## config.mk

```make
export PLATFORM = sky130hd
export DESIGN_NAME = voxel_fill_dma
export DESIGN_NICKNAME = d
export VERILOG_FILES = /design/src/rtl/voxel_gpu_pkg.sv /design/src/rtl/voxel_fill_addr_gen.sv /design/src/rtl/voxel_fill_dma.sv
export SDC_FILE = /design/constraint.sdc
export NUM_CORES = 1
export LEC_CHECK = 0
export BUFFER_PORTS_ARGS = -buffer_cell sky130_fd_sc_hd__clkbuf_2
export CAP_MARGIN = 20
export CORE_AREA = 5 5 103 105
export CTS_CLUSTER_SIZE = 24
export DETAILED_ROUTE_END_ITERATION = 16
export DIE_AREA = 0 0 108 110
export PLACE_DENSITY = 0.78
export SYNTH_ARGS = -nofsm -noshare
export SYNTH_HDL_FRONTEND = slang
export SYNTH_SLANG_ARGS = --single-unit
```

## constraint.sdc

```tcl
create_clock -name clock -period 6.8 [get_ports clock]
set_input_delay 1.36 -clock clock [delete_from_list [all_inputs] [get_ports clock]]
set_output_delay 1.36 -clock clock [all_outputs]
set_load 0.01 [all_outputs]
```

## src/rtl/voxel_gpu_pkg.sv

```systemverilog
// Shared types and constants for the voxel GPU fill engine.
package voxel_gpu_pkg;

  // Fill engine states
  typedef enum logic [1:0] {
    IDLE  = 2'd0,
    WRITE = 2'd1,
    DONE  = 2'd2
  } fill_state_e;

  // One RGB565 pixel; a bus word carries two of them
  typedef logic [15:0] rgb565_t;

  localparam int unsigned WORD_BYTES        = 4;
  localparam int unsigned DEFAULT_ROW_PITCH = 1024;

endpackage

```

## src/rtl/voxel_fill_addr_gen.sv

```systemverilog
// Column/row counters for the fill walk, end-of-row wrap, last-beat flag
// and the byte address of the beat the counters will point at next cycle.
module voxel_fill_addr_gen
  import voxel_gpu_pkg::*;
#(
  parameter int unsigned H_WORDS   = 160,
  parameter int unsigned ROWS      = 240,
  parameter int unsigned ROW_PITCH = DEFAULT_ROW_PITCH
) (
  input  logic        clock,
  input  logic        reset_n,
  input  logic        clear,      // restart the walk at (0,0)
  input  logic        advance,    // a beat was accepted
  input  logic [31:0] base,       // base address valid in this cycle
  output logic        last_beat,  // counters sit on the final beat
  output logic [31:0] addr_next   // address for the updated counters
);

  localparam int unsigned CW = (H_WORDS > 1) ? $clog2(H_WORDS) : 1;
  localparam int unsigned RW = (ROWS > 1) ? $clog2(ROWS) : 1;

  logic [CW-1:0] col_q, col_d;
  logic [RW-1:0] row_q, row_d;
  logic          row_end;

  // Next counter values and the address they select (32-bit wrapping sum)
  always_comb begin
    col_d     = col_q;
    row_d     = row_q;
    row_end   = (col_q == CW'(H_WORDS - 1));
    last_beat = row_end && (row_q == RW'(ROWS - 1));
    if (clear) begin
      col_d = '0;
      row_d = '0;
    end else if (advance) begin
      if (row_end) begin
        col_d = '0;
        row_d = last_beat ? '0 : row_q + RW'(1);
      end else begin
        col_d = col_q + CW'(1);
      end
    end
    addr_next = base + (32'(row_d) * 32'(ROW_PITCH)) + (32'(col_d) * 32'(WORD_BYTES));
  end

  // Counter registers
  always_ff @(posedge clock or negedge reset_n) begin
    if (!reset_n) begin
      col_q <= '0;
      row_q <= '0;
    end else begin
      col_q <= col_d;
      row_q <= row_d;
    end
  end

endmodule

```

## src/rtl/voxel_fill_dma.sv

```systemverilog
// Rectangle fill DMA: writes {color,color} over ROWS x H_WORDS words through
// an Avalon-MM write master, then pulses done.
// Optional macro VOXEL_FILL_ABORT_EN adds an abort input that ends the fill
// early after the beat currently on the bus is accepted.
module voxel_fill_dma
  import voxel_gpu_pkg::*;
#(
  parameter int unsigned H_WORDS   = 160,
  parameter int unsigned ROWS      = 240,
  parameter int unsigned ROW_PITCH = DEFAULT_ROW_PITCH
) (
  input  logic        clock,
  input  logic        reset_n,
  input  logic        start,
  input  logic [31:0] buffer_addr,
  input  logic [15:0] color,
`ifdef VOXEL_FILL_ABORT_EN
  input  logic        abort,
`endif
  output logic        busy,
  output logic        done,
  output logic [31:0] m1_address,
  output logic [31:0] m1_writedata,
  output logic        m1_write,
  input  logic        m1_waitrequest,
  output logic        m1_read
);

  fill_state_e state_q, state_d;
  logic [31:0] base_q, base_d;
  logic [31:0] addr_q, addr_d;
  logic [31:0] data_q, data_d;
  logic        wr_q, wr_d;
  logic        clear, advance, accept, stop_now;
  logic        last_beat;
  logic [31:0] addr_next;

`ifdef VOXEL_FILL_ABORT_EN
  // Abort is remembered so a short pulse during a stall still ends the fill
  logic abort_req_q, abort_req_d;
`endif

  voxel_fill_addr_gen #(
    .H_WORDS  (H_WORDS),
    .ROWS     (ROWS),
    .ROW_PITCH(ROW_PITCH)
  ) u_addr_gen (
    .clock    (clock),
    .reset_n  (reset_n),
    .clear    (clear),
    .advance  (advance),
    .base     (base_d),
    .last_beat(last_beat),
    .addr_next(addr_next)
  );

  // Beat handshake: the word on the bus moves only when the slave is not stalling
  assign accept = wr_q && !m1_waitrequest;

`ifdef VOXEL_FILL_ABORT_EN
  assign stop_now = last_beat || abort || abort_req_q;
`else
  assign stop_now = last_beat;
`endif

  // Next-state and registered bus outputs
  always_comb begin
    state_d = state_q;
    base_d  = base_q;
    addr_d  = addr_q;
    data_d  = data_q;
    wr_d    = wr_q;
    clear   = 1'b0;
    advance = 1'b0;
`ifdef VOXEL_FILL_ABORT_EN
    abort_req_d = abort_req_q;
`endif
    case (state_q)
      IDLE: begin
`ifdef VOXEL_FILL_ABORT_EN
        abort_req_d = 1'b0;
`endif
        if (start) begin
          base_d  = buffer_addr & ~32'd3;
          data_d  = {rgb565_t'(color), rgb565_t'(color)};
          clear   = 1'b1;
          addr_d  = addr_next;
          wr_d    = 1'b1;
          state_d = WRITE;
        end
      end
      WRITE: begin
`ifdef VOXEL_FILL_ABORT_EN
        if (abort) abort_req_d = 1'b1;
`endif
        if (accept) begin
          advance = 1'b1;
          if (stop_now) begin
            wr_d    = 1'b0;
            state_d = DONE;
          end else begin
            addr_d = addr_next;
          end
        end
      end
      DONE: begin
        wr_d    = 1'b0;
        state_d = IDLE;
      end
      default: begin
        wr_d    = 1'b0;
        state_d = IDLE;
      end
    endcase
  end

  // State and bus registers
  always_ff @(posedge clock or negedge reset_n) begin
    if (!reset_n) begin
      state_q <= IDLE;
      base_q  <= '0;
      addr_q  <= '0;
      data_q  <= '0;
      wr_q    <= 1'b0;
`ifdef VOXEL_FILL_ABORT_EN
      abort_req_q <= 1'b0;
`endif
    end else begin
      state_q <= state_d;
      base_q  <= base_d;
      addr_q  <= addr_d;
      data_q  <= data_d;
      wr_q    <= wr_d;
`ifdef VOXEL_FILL_ABORT_EN
      abort_req_q <= abort_req_d;
`endif
    end
  end

  assign m1_address   = addr_q;
  assign m1_writedata = data_q;
  assign m1_write     = wr_q;
  assign m1_read      = 1'b0;
  assign busy         = (state_q != IDLE);
  assign done         = (state_q == DONE);

endmodule

```

== Yosys cells after proc, flatten, opt, wreduce, memory -nomap -nowiden ==
Index checks and enable logic that the tools add are counted.

* Register bits: 115
* Bits in latches: 0
* Memory bits (writable): 0
* Bits in read-only memories: 0
* Input port bits: 52
* Memories: 0

* Add/sub/neg operators: 4
* $mul: 0
* Divide/modulo/power cells: 0
* Order comparisons: 0
* Equality and inequality tests: 8
* Shifts and indexed selects: 0
* Mux-type cells: 25
* Bitwise operators: 0
* Reductions and logical operators: 9

{| class="wikitable"
|+ Operator list
! operator !! count
|-
| 32-bit two-way mux || 5
|-
| 32-bit one-hot mux with 2 select lines || 1
|-
| 8-bit two-way mux || 7
|-
| 32-bit by 10-bit adder with 32-bit output || 1
|-
| 32-bit by 18-bit adder with 32-bit output || 1
|-
| 8-bit by 1-bit adder with 8-bit output, second input constant || 2
|-
| 8-bit equality test, second input constant || 2
|-
| 2-bit != test, second input constant || 4
|-
| 1-bit two-way mux || 7
|-
| 2-bit two-way mux || 3
|-
| 2-bit one-hot mux with 2 select lines || 1
|-
| 4-bit AND reduction || 1
|-
| 2-bit nonzero test || 2
|-
| 3-bit AND reduction || 1
|-
| 2-bit by 1-bit equality test with 1-bit output, second input constant || 1
|-
| 2-bit equality test, second input constant || 1
|-
| 1-bit logical AND || 2
|-
| 2-bit logical NOT || 1
|-
| 1-bit one-hot mux with 2 select lines || 1
|-
| 2-bit AND reduction || 1
|-
| 1-bit logical NOT || 1
|}

== Depth between registers and ports, before layout ==
Gate-level depths: netlist of the first run.

* Depth in word-level cells: 11
* Mapped depth: 17
* Gate-level depth less buffers: 16

== By module ==
From an unflattened synthesis of the first run, not the netlist that was laid out.

* Cell total of the unflattened synthesis: 427
* Area total of the unflattened synthesis: 5,306.3 um2

{| class="wikitable"
|+ Modules (own cells, without submodules)
! module !! times used !! cells each !! area each (um2) !! sequential area each (um2)
|-
| voxel_fill_dma || 1 || 198 || 3,359.5 || 2,052.0
|-
| voxel_fill_addr_gen || 1 || 229 || 1,946.9 || 400.4
|}

== Worst setup path after synthesis of the first run ==
No wires, ideal clock.

* Path type: input port to flip-flop
* Start point: input start
* End point: register addr_q[14] (netlist: m1_address[14])
* Data arrival time: 4.563 ns
* Setup slack: 2.114 ns
* Stages on the path: 16
* Path through: or3b_1 clkbuf_1 buf_2 clkbuf_1 clkbuf_1 nand2_1 nand2_1 ha_1 fa_1 a21o_1 a221oi_2 o21ai_2 or4_1 a31oi_2 xor2_1 o21ai_1

* Elaborated cells between the ends (all ways): 14
* Those cells by class: add/sub: 2; eq/ne: 1; mux: 10; reduce/logical: 1

{| class="wikitable"
|+ RTL lines
! item !! RTL line !! source
|-
| start: declaration || voxel_fill_dma.sv:14 || <nowiki>input logic start,</nowiki>
|-
| 32-bit two-way mux (*) || voxel_fill_dma.sv:83 || <nowiki>if (start) begin</nowiki>
|-
| 32-bit two-way mux (*) || voxel_fill_dma.sv:78 || <nowiki>case (state_q)</nowiki>
|-
| net base_d[2] || voxel_fill_dma.sv:30 || <nowiki>logic [31:0] base_q, base_d;</nowiki>
|-
| 32-bit by 18-bit adder with 32-bit output (*) || voxel_fill_addr_gen.sv:43 || <nowiki>addr_next = base + (32'(row_d) * 32'(ROW_PITCH)) + (32'(col_d) * 32'(WORD_BYTES));</nowiki>
|-
| 32-bit by 10-bit adder with 32-bit output (*) || voxel_fill_addr_gen.sv:43 ||
|-
| 32-bit two-way mux || voxel_fill_dma.sv:98 || <nowiki>if (stop_now) begin</nowiki>
|-
| 32-bit two-way mux || voxel_fill_dma.sv:96 || <nowiki>if (accept) begin</nowiki>
|-
| 32-bit one-hot mux with 2 select lines (*) || voxel_fill_dma.sv:78 ||
|-
| end signal: assignment || voxel_fill_dma.sv:131 || <nowiki>addr_q <= addr_d;</nowiki>
|-
| end: declaration || voxel_fill_dma.sv:31 || <nowiki>logic [31:0] addr_q, addr_d;</nowiki>
|}

The timed path passes the listed nets; every way through them passes the cells marked *. The select of a mux whose other input is x is not followed.
A chain may end at the register's enable or synchronous reset.

== Worst setup path after layout of the first run ==
* Start point: input m1_waitrequest
* End point: register addr_q[29] (netlist: m1_address[29])

* Word-level cells in the longest chain between the ends: 11
* Elaborated cells between the ends (all ways): 16
* Those cells by class: add/sub: 2; eq/ne: 1; mux: 10; reduce/logical: 3

{| class="wikitable"
|+ RTL lines
! item !! RTL line !! source
|-
| start: declaration || voxel_fill_dma.sv:25 || <nowiki>input logic m1_waitrequest,</nowiki>
|-
| 1-bit logical NOT (*) || voxel_fill_dma.sv:58 || <nowiki>assign accept = wr_q && !m1_waitrequest;</nowiki>
|-
| 1-bit logical AND (*) || voxel_fill_dma.sv:58 ||
|-
| 1-bit two-way mux (*) || voxel_fill_dma.sv:96 ||
|-
| 1-bit two-way mux (*) || voxel_fill_dma.sv:78 ||
|-
| 8-bit two-way mux (*) || voxel_fill_addr_gen.sv:35 || <nowiki>end else if (advance) begin</nowiki>
|-
| 8-bit two-way mux (*) || voxel_fill_addr_gen.sv:32 || <nowiki>if (clear) begin</nowiki>
|-
| net u_addr_gen.row_d[5] || voxel_fill_addr_gen.sv:23 || <nowiki>logic [RW-1:0] row_q, row_d;</nowiki>
|-
| 32-bit by 18-bit adder with 32-bit output (*) || voxel_fill_addr_gen.sv:43 ||
|-
| 32-bit by 10-bit adder with 32-bit output (*) || voxel_fill_addr_gen.sv:43 ||
|-
| 32-bit two-way mux || voxel_fill_dma.sv:98 ||
|-
| 32-bit two-way mux || voxel_fill_dma.sv:96 ||
|-
| 32-bit one-hot mux with 2 select lines (*) || voxel_fill_dma.sv:78 ||
|}

Marked as above.

==> run summary, run 1 <==
For the worst-skew pair, the clock arrives at the later sink with an insertion delay of 370 ps. VDD sags by at most 0.141 mV. The number of nets with antenna violations after routing was 0; the post-synth net total was 649. The number of vias per cell is 5.44. The logs give 3 for the count of H-tree levels built during CTS and 26.6% for the proportion of power drawn by combinational gates. The area growth from synthesis to final layout is 15.8%.

The run finished with clean final reports. The first global-routing pass estimated 19.7 mm of wire. The initial utilization of the core area, before any placement, comes to 54.0%.

Measured along the x axis, the die boundary spans 108 um. The post-CTS resize count is 0. The height of the die is 110 um, and the number of global-route vias before repair is 4305.

120 I/O pins were placed. The per-instance average area after synthesis is 8.92 sq um, and the iteration-0 DRC count of the detailed router is 231. The tool flagged a number of max-cap violations equal to 0. The run gives 0 as the residual DRC count. Setup repair after global routing left no endpoint under its margin. The tools report the internal power as 0.00102 W. For this run, the number of standard cells in the final layout without fillers is 814. Sort of element at the start of the critical path: a primary input. The total track usage was 20.8%.

STA puts the critical path data required time at 7080 ps. The layout has 850 filler cells. The longest clock path from root to sink contains 2 buffers.

The run gives 74 as the largest net degree at the start of global routing. Clock root buffer: sky130_fd_sc_hd__clkbuf_8. The minimum clock period came out at 4660 ps. Row generation in the floorplan step produced 36 rows.

Area share of the largest cell type after synthesis: 47.5%. Based on the critical path, the design can be clocked at up to 215 MHz. Counting flops and latches in the post-synthesis netlist gives 98.

The top cell types in the final layout, fill and taps aside, are sky130_fd_sc_hd__nand2_1, sky130_fd_sc_hd__clkbuf_2, sky130_fd_sc_hd__dfrtp_1. Area of the multi-input gates: 0.00247 sq mm. By area the synthesized netlist is led by sky130_fd_sc_hd__dfrtp_1, sky130_fd_sc_hd__nand2_1, sky130_fd_sc_hd__ha_1.

The synthesized netlist occupies a cell area of 0.00516 sq mm. For this run, the post-layout net count is 747. Per report_power, the sequential group accounts for 47.9% of the total. The logs give 62.5% for the final cell utilization of the core and 36.7% for the worst relative slew slack. The number of antenna violations at the first check in global routing is 0. The worst hold path belongs to the class reg -> reg. The routed layout has 4428 vias.

Of the total power, the share spent switching nets is 33.7%. The area of the core was 0.00955 sq mm. Cells with a size suffix above 1 make up 22.9% of the layout. The run gives 25.5% as the clock share of power. Summed over all cells, the static leakage comes to 3.08 nW.

Once detailed placement completed, the half-perimeter wirelength came to 9.05 mm. The largest clock skew in the final design is 10.7 ps. Among all flip-flop cells after synthesis, the most frequent one is sky130_fd_sc_hd__dfrtp_1. Summed over all nets, the switching power comes to 0.000517 W. The endpoint class of the critical path was a flip-flop. In this run the tool buffered the top-level ports with 116 buffer cells.

Fraction of the cycle the final worst path needs: 68.5%. The type of the worst setup path is in -> reg. After clock tree synthesis, the clock-pin slew on the worst setup and hold paths is 90 ps. TritonCTS built the clock tree.

For this run, the register share of the synthesized area comes to 47.5%. The number of setup buffers added after CTS is 0. The logs give 0 for the number of warnings issued by yosys and 5 for the first-pass detailed-route iteration total. The antenna diode count is 0, and the number of instances in the synthesized netlist is 578. The die footprint is 0.0119 sq mm, and the arrival time of the worst setup path is 4940 ps. The total negative slack was 0 ps; the placement-stage worst setup slack was 1760 ps. Summed over all layers, the global routing overflow is 0. The netlist uses 56 different library cells. The number of max-slew violations in the final report is 0, and the worst setup slack after layout is 2140 ps. The number of placed instances, taps included came out at 797.

The total of hold buffers inserted after clock tree synthesis was 0; the final hold violation count was 0. The average wire per cell in the routed design came out at 14.9 um. For the pin with the worst max-slew slack, the measured transition is 949 ps. CTS sink count: 98. In this run the power density over the cells is 257 mW/mm^2. The routed design has 12.2 mm of wire.

Setup violations remaining at the end of the flow were counted as 0. The most common library cell in the layout ignoring fill and taps is sky130_fd_sc_hd__nand2_1. Of all nets on the critical path, the largest fanout is 7. The number of enable flip-flop cells after synthesis came out at 0. Flip-flop and latch area: 0.00245 sq mm. The cell type with the highest aggregate area in the netlist is sky130_fd_sc_hd__dfrtp_1. Counting the buffers created by CTS gives 9.

The congestion estimate from routability-driven global placement came to 0.905. The async set or reset register ratio after synthesis came out at 100%.
sequential cells by signal (all words and copies together) (netlist names):
| register | flops |
|---|---|
| base_q | 32 |
| u_addr_gen.col_q | 8 |
| u_addr_gen.row_q | 8 |
| m1_address | 32 |
| m1_writedata | 16 |
| state_q | 2 |
layer usage:
layer | share of wire (%) | global-route usage (%)
met2 | 47 | 34.7
met4 | 1.6 | 9.47
met5 | 0 | 0
met3 | 7.4 | 3.15
met1 | 44 | 27.1
stage by stage:
stage                     cell area, sq um  power, W  hold slack, ps
after floorplan                       5160   0.00101             444
after CTS                             5960   0.00155             491
after global placement                5750   0.00114             461
after global routing                  5970   0.00163             515
after detailed placement              5750   0.00116             467
final                                 5970   0.00154             489
power groups by stage:
stage               clock network, W  registers (W)  logic (W)
CTS                         0.000398       0.000735   0.000412
floorplan                          0       0.000758   0.000253
detailed placement                 0       0.000745   0.000410
global placement                   0       0.000739   0.000398
finish                      0.000392       0.000736   0.000408
global route                0.000426       0.000747   0.000456
synth_stat cells, drive strengths merged, types with 2 or more instances:
cell type	number
nand3b	2
a21oi	33
xnor2	13
dfrtp	98
a211oi	6
mux2	3
and3	7
a21boi	2
a21o	12
and2	6
or3	3
xor2	19
inv	7
a31o	2
nand4b	2
a31oi	4
nor3b	2
mux2i	5
a311oi	2
ha	18
nand2b	2
nor3	9
clkbuf	5
or2	3
o21a	3
o22ai	2
nor2b	2
nand2	167
o21ai	21
nand3	15
or3b	2
buf	31
o31ai	4
nor2	42
nand4	12
worst paths after layout:
path	startpoint	end	slack [ps]	cells after the start
worst max-delay path	m1_waitrequest	m1_address[29]$_DFFE_PN0P_	2140	13
worst min-delay path	m1_address[16]$_DFFE_PN0P_	m1_address[16]$_DFFE_PN0P_	490	2
worst max register to register	state_q[0]$_DFFE_PN0P_	m1_address[29]$_DFFE_PN0P_	2710	12
worst min register to register	m1_address[16]$_DFFE_PN0P_	m1_address[16]$_DFFE_PN0P_	490	2
max in group asynchronous	reset_n	m1_address[11]$_DFFE_PN0P_	4730	2
min in group asynchronous	reset_n	m1_writedata[17]$_DFFE_PN0P_	860	1
logic make-up after synthesis:
group | synth area share, %
AND/OR/NAND/NOR | 23.7
other | 0.0727
buffers and inverters | 4.68
multiplexers | 1.63
AO/OA/AOI/OAI | 12.2
flip-flops | 47.5
XOR/XNOR | 5.43
adder cells (fa/ha/maj) | 4.76
layout make-up:
type / instances / area share [%]
clock buffers: 9 / 2.07
clock inverters: 7 / 1.45
multi-input cells: 437 / 41.4
inverters: 7 / 0.440
repair buffers: 123 / 10.8
well taps: 133 / 2.79
flip-flops and latches: 98 / 41.1
worst max-delay path: stages:
cell                       delay (ps)
sky130_fd_sc_hd__clkbuf_2         110
sky130_fd_sc_hd__or3b_1           470
sky130_fd_sc_hd__nor2_2           200
sky130_fd_sc_hd__nand2_1          210
sky130_fd_sc_hd__o21ai_0          510
sky130_fd_sc_hd__nor2_1           160
sky130_fd_sc_hd__ha_1             440
sky130_fd_sc_hd__nand3_1          190
sky130_fd_sc_hd__nor3_1           260
sky130_fd_sc_hd__o21ai_0          200
sky130_fd_sc_hd__a21oi_1          450
sky130_fd_sc_hd__a31oi_1          140
sky130_fd_sc_hd__o31ai_1          240
No activity file was read; power rests on OpenSTA's default activity.
==> run 2: changes to the inputs <==
Settings changed: CORE_AREA 5 5 103 105 to 5 5 109 111, DIE_AREA 0 0 108 110 to 0 0 114 116, PLACE_DENSITY 0.78 to 0.73.
Clock period 6.8 ns to 3.85 ns, I/O delays scaled along.
==> run 2 against run 1 <==
  * Worst hold slack lost 34 ps
  * Register-to-register slack lost 2400 ps
  * Critical path depth grew 2
==> run summary, run 2 (synthesis results as in run 1) <==
The run finished with clean final reports. The arrival time of the worst setup path is 3860 ps (-1080 ps), and the number of setup buffers added after CTS is 0 (unchanged). The number of global-route vias before repair was 4496 (+4.4%); the height of the die was 116 um (+5.5%).

The number of vias per cell is 5.26 (-3.2%), and the HPWL after detailed placement is 9.92 mm (+9.6%). The run gives 21.1 mm (+6.9%) as the global-route wire length before repair. For the standby leakage power, the log shows 3.29 nW (+6.8%). The number of antenna violations at the first check in global routing came out at 0 (unchanged).

The final setup violation count is 0 (unchanged). The largest clock skew in the final design came out at 11.8 ps (+1.15 ps). For the worst vdd rail ir drop, the log shows 0.219 mV (+55%).

The clock root buffer is sky130_fd_sc_hd__clkbuf_8. The minimum clock period works out to 3600 ps. The first-pass detailed-route iteration total came out at 5 (unchanged).

The logs give 0 (unchanged) for the number of max-slew violations in the final report and 952 (+12%) for the layout filler cell count. Maximum clock insertion buffer count: 2 (unchanged). The placement-stage worst setup slack is -147 ps (-1900 ps). The endpoint class of the critical path was a flip-flop. The average wire per cell in the routed design was 14.9 um (-0.55%). The post-detailed-routing wire length was 12.8 mm (+5.7%); the number of nets with antenna violations after routing was 0 (unchanged). CTS sink count: 98 (unchanged). The antenna diode count was 0 (unchanged).

STA classifies the critical path startpoint as a primary input. The power density of the placed cells was 446 mW/mm^2 (+73%). The tools report the initial cell density of the core as 48.2% (-5.8 points).

The via count of the routed design is 4553 (+2.8%). The clock transition at the registers of the reported paths is 90 ps (about the same), and the final hold violation count is 0 (unchanged). Setup repair after global routing left no endpoint under its margin.

For the number of nets in the layout, the log shows 792 (+6.0%). The placer's final routability congestion estimate was 0.962 (+6.3%). The run gives 3 (unchanged) as the count of H-tree levels built during CTS. The residual DRC count is 0 (unchanged). The run gives 0 (unchanged) as the max-capacitance violation count. The largest net degree at the start of global routing was 57 (-23%).

The fraction of the cycle the final worst path needs is 93.4%, and the reg-to-reg setup timing slack is 290 ps (-2420 ps). The number of port buffers is 116 (unchanged), and the total track usage is 19.7% (-1.1 points). The area growth from synthesis to final layout was 23.2%; the data required time of the critical path was 4110 ps (-2970 ps). The share of layout cells above drive strength 1 is 28.4% (+5.5 points). The number of placement rows was 38 (+5.6%). The worst relative slew slack was 48.2% (+11 points); the clock latency of the later-clocked register in the worst-skew pair was 370 ps (about the same). Largest driver fanout on the critical path: 5 (-2). In the layout the commonest cells are sky130_fd_sc_hd__nand2_1, sky130_fd_sc_hd__clkbuf_2, sky130_fd_sc_hd__dfrtp_1.

The tools report the iteration-0 DRC count of the detailed router as 194 (-16%). The post-layout total power came out at 0.00283 W (+84%). The global route total overflow came out at 0 (unchanged). Worst setup slack after layout: 254 ps (-1890 ps). Slew at the pin with the worst max-slew slack: 777 ps (-172 ps).

The count of pins on the block boundary came out at 120 (unchanged). The worst min-delay path class is in -> async. For the die footprint, the log shows 0.0132 sq mm (+11%). The width of the chip was 114 um (+5.6%). TritonCTS built the clock tree. The setup path with the least slack is of type in -> reg.

Leaving out fill and tap cells, the most frequent cell in the layout is sky130_fd_sc_hd__nand2_1. The area of the core is 0.0107 sq mm (+12%), and the highest clock rate is 278 MHz. The clock buffer count from CTS came out at 9 (unchanged).
-- run 2: changes by cell type in the layout (fill, tap and decap cells not counted), sizes merged --
cell / before / now
buf: 8 / 53
bufinv: 1 / 2
clkbuf: 124 / 125
clkinv: 2 / 1
clkinvlp: 1 / 2
inv: 10 / 7
-- run 2: power breakdown --
part	internal, W	switching, W	total (W)	leakage [nW]
combinational	0.000365	0.000453	0.000818	1.96
sequential	0.00119	0.000113	0.00130	1.24
clock	0.000362	0.000353	0.000715	0.0984
total	0.00191	0.000919	0.00283	3.29
-- run 2: path summary, 6_finish.rpt --
path,end,depth (start not counted),startpoint
max,m1_address[27]$_DFFE_PN0P_,15,m1_waitrequest
min,m1_writedata[15]$_DFFE_PN0P_,1,reset_n
max reg2reg,m1_address[31]$_DFFE_PN0P_,14,u_addr_gen.col_q[5]$_DFF_PN0_
min reg2reg,m1_address[2]$_DFFE_PN0P_,2,m1_address[2]$_DFFE_PN0P_
max in group asynchronous,u_addr_gen.row_q[4]$_DFF_PN0_,2,reset_n
min in group clock,m1_address[2]$_DFFE_PN0P_,2,m1_address[2]$_DFFE_PN0P_
-- run 2: cell type report --
class / instances / area (sq um) / share of cell area [%]
repair buffers: 168 / 986 / 15.5
flip-flops and latches: 98 / 2450 / 38.6
inverters: 7 / 26.3 / 0.413
clock buffers: 10 / 128 / 2.01
multi-input cells: 437 / 2510 / 39.4
well taps: 140 / 175 / 2.76
clock inverters: 5 / 80.1 / 1.26
-- run 2: what timing repair did --
item	4_1_cts	5_1_grt
setup endpoints to repair	0	7
resized for setup	0	5
hold buffers	0	0
-- run 2: worst max-delay path, stage by stage --
cell                       delay (ps)
sky130_fd_sc_hd__clkbuf_2         100
sky130_fd_sc_hd__or3b_1           420
sky130_fd_sc_hd__nor2_2           150
sky130_fd_sc_hd__and2_1           200
sky130_fd_sc_hd__nand4_1          170
sky130_fd_sc_hd__or3_1            370
sky130_fd_sc_hd__a21oi_2          200
sky130_fd_sc_hd__ha_1             290
sky130_fd_sc_hd__a21oi_1          230
sky130_fd_sc_hd__buf_4            160
sky130_fd_sc_hd__o21a_1           150
sky130_fd_sc_hd__a21oi_1           70
sky130_fd_sc_hd__buf_4            170
sky130_fd_sc_hd__and3_1           160
sky130_fd_sc_hd__o31ai_1          240
-- run 2: layer usage --
layer	track usage, %	routed length [um]	share of wire (%)
met5	0	0	0
met2	32.9	6120	48
met1	25.9	5680	44
met3	4.39	888	6.9
met4	5.78	160	1.2
-- run 2: stage by stage --
step                      cells  utilization (%)  TNS (ps)  hold slack [ps]  cell area, sq um
after global routing        865             59.4         0              494              6360
after detailed placement    850             57.3      -802              460              6130
after CTS                   865             59.2         0              465              6340
after floorplan             578                -     -11.3              444              5200
after global placement      850             57.3      -136              457              6130
final                       865             59.4         0              455              6360
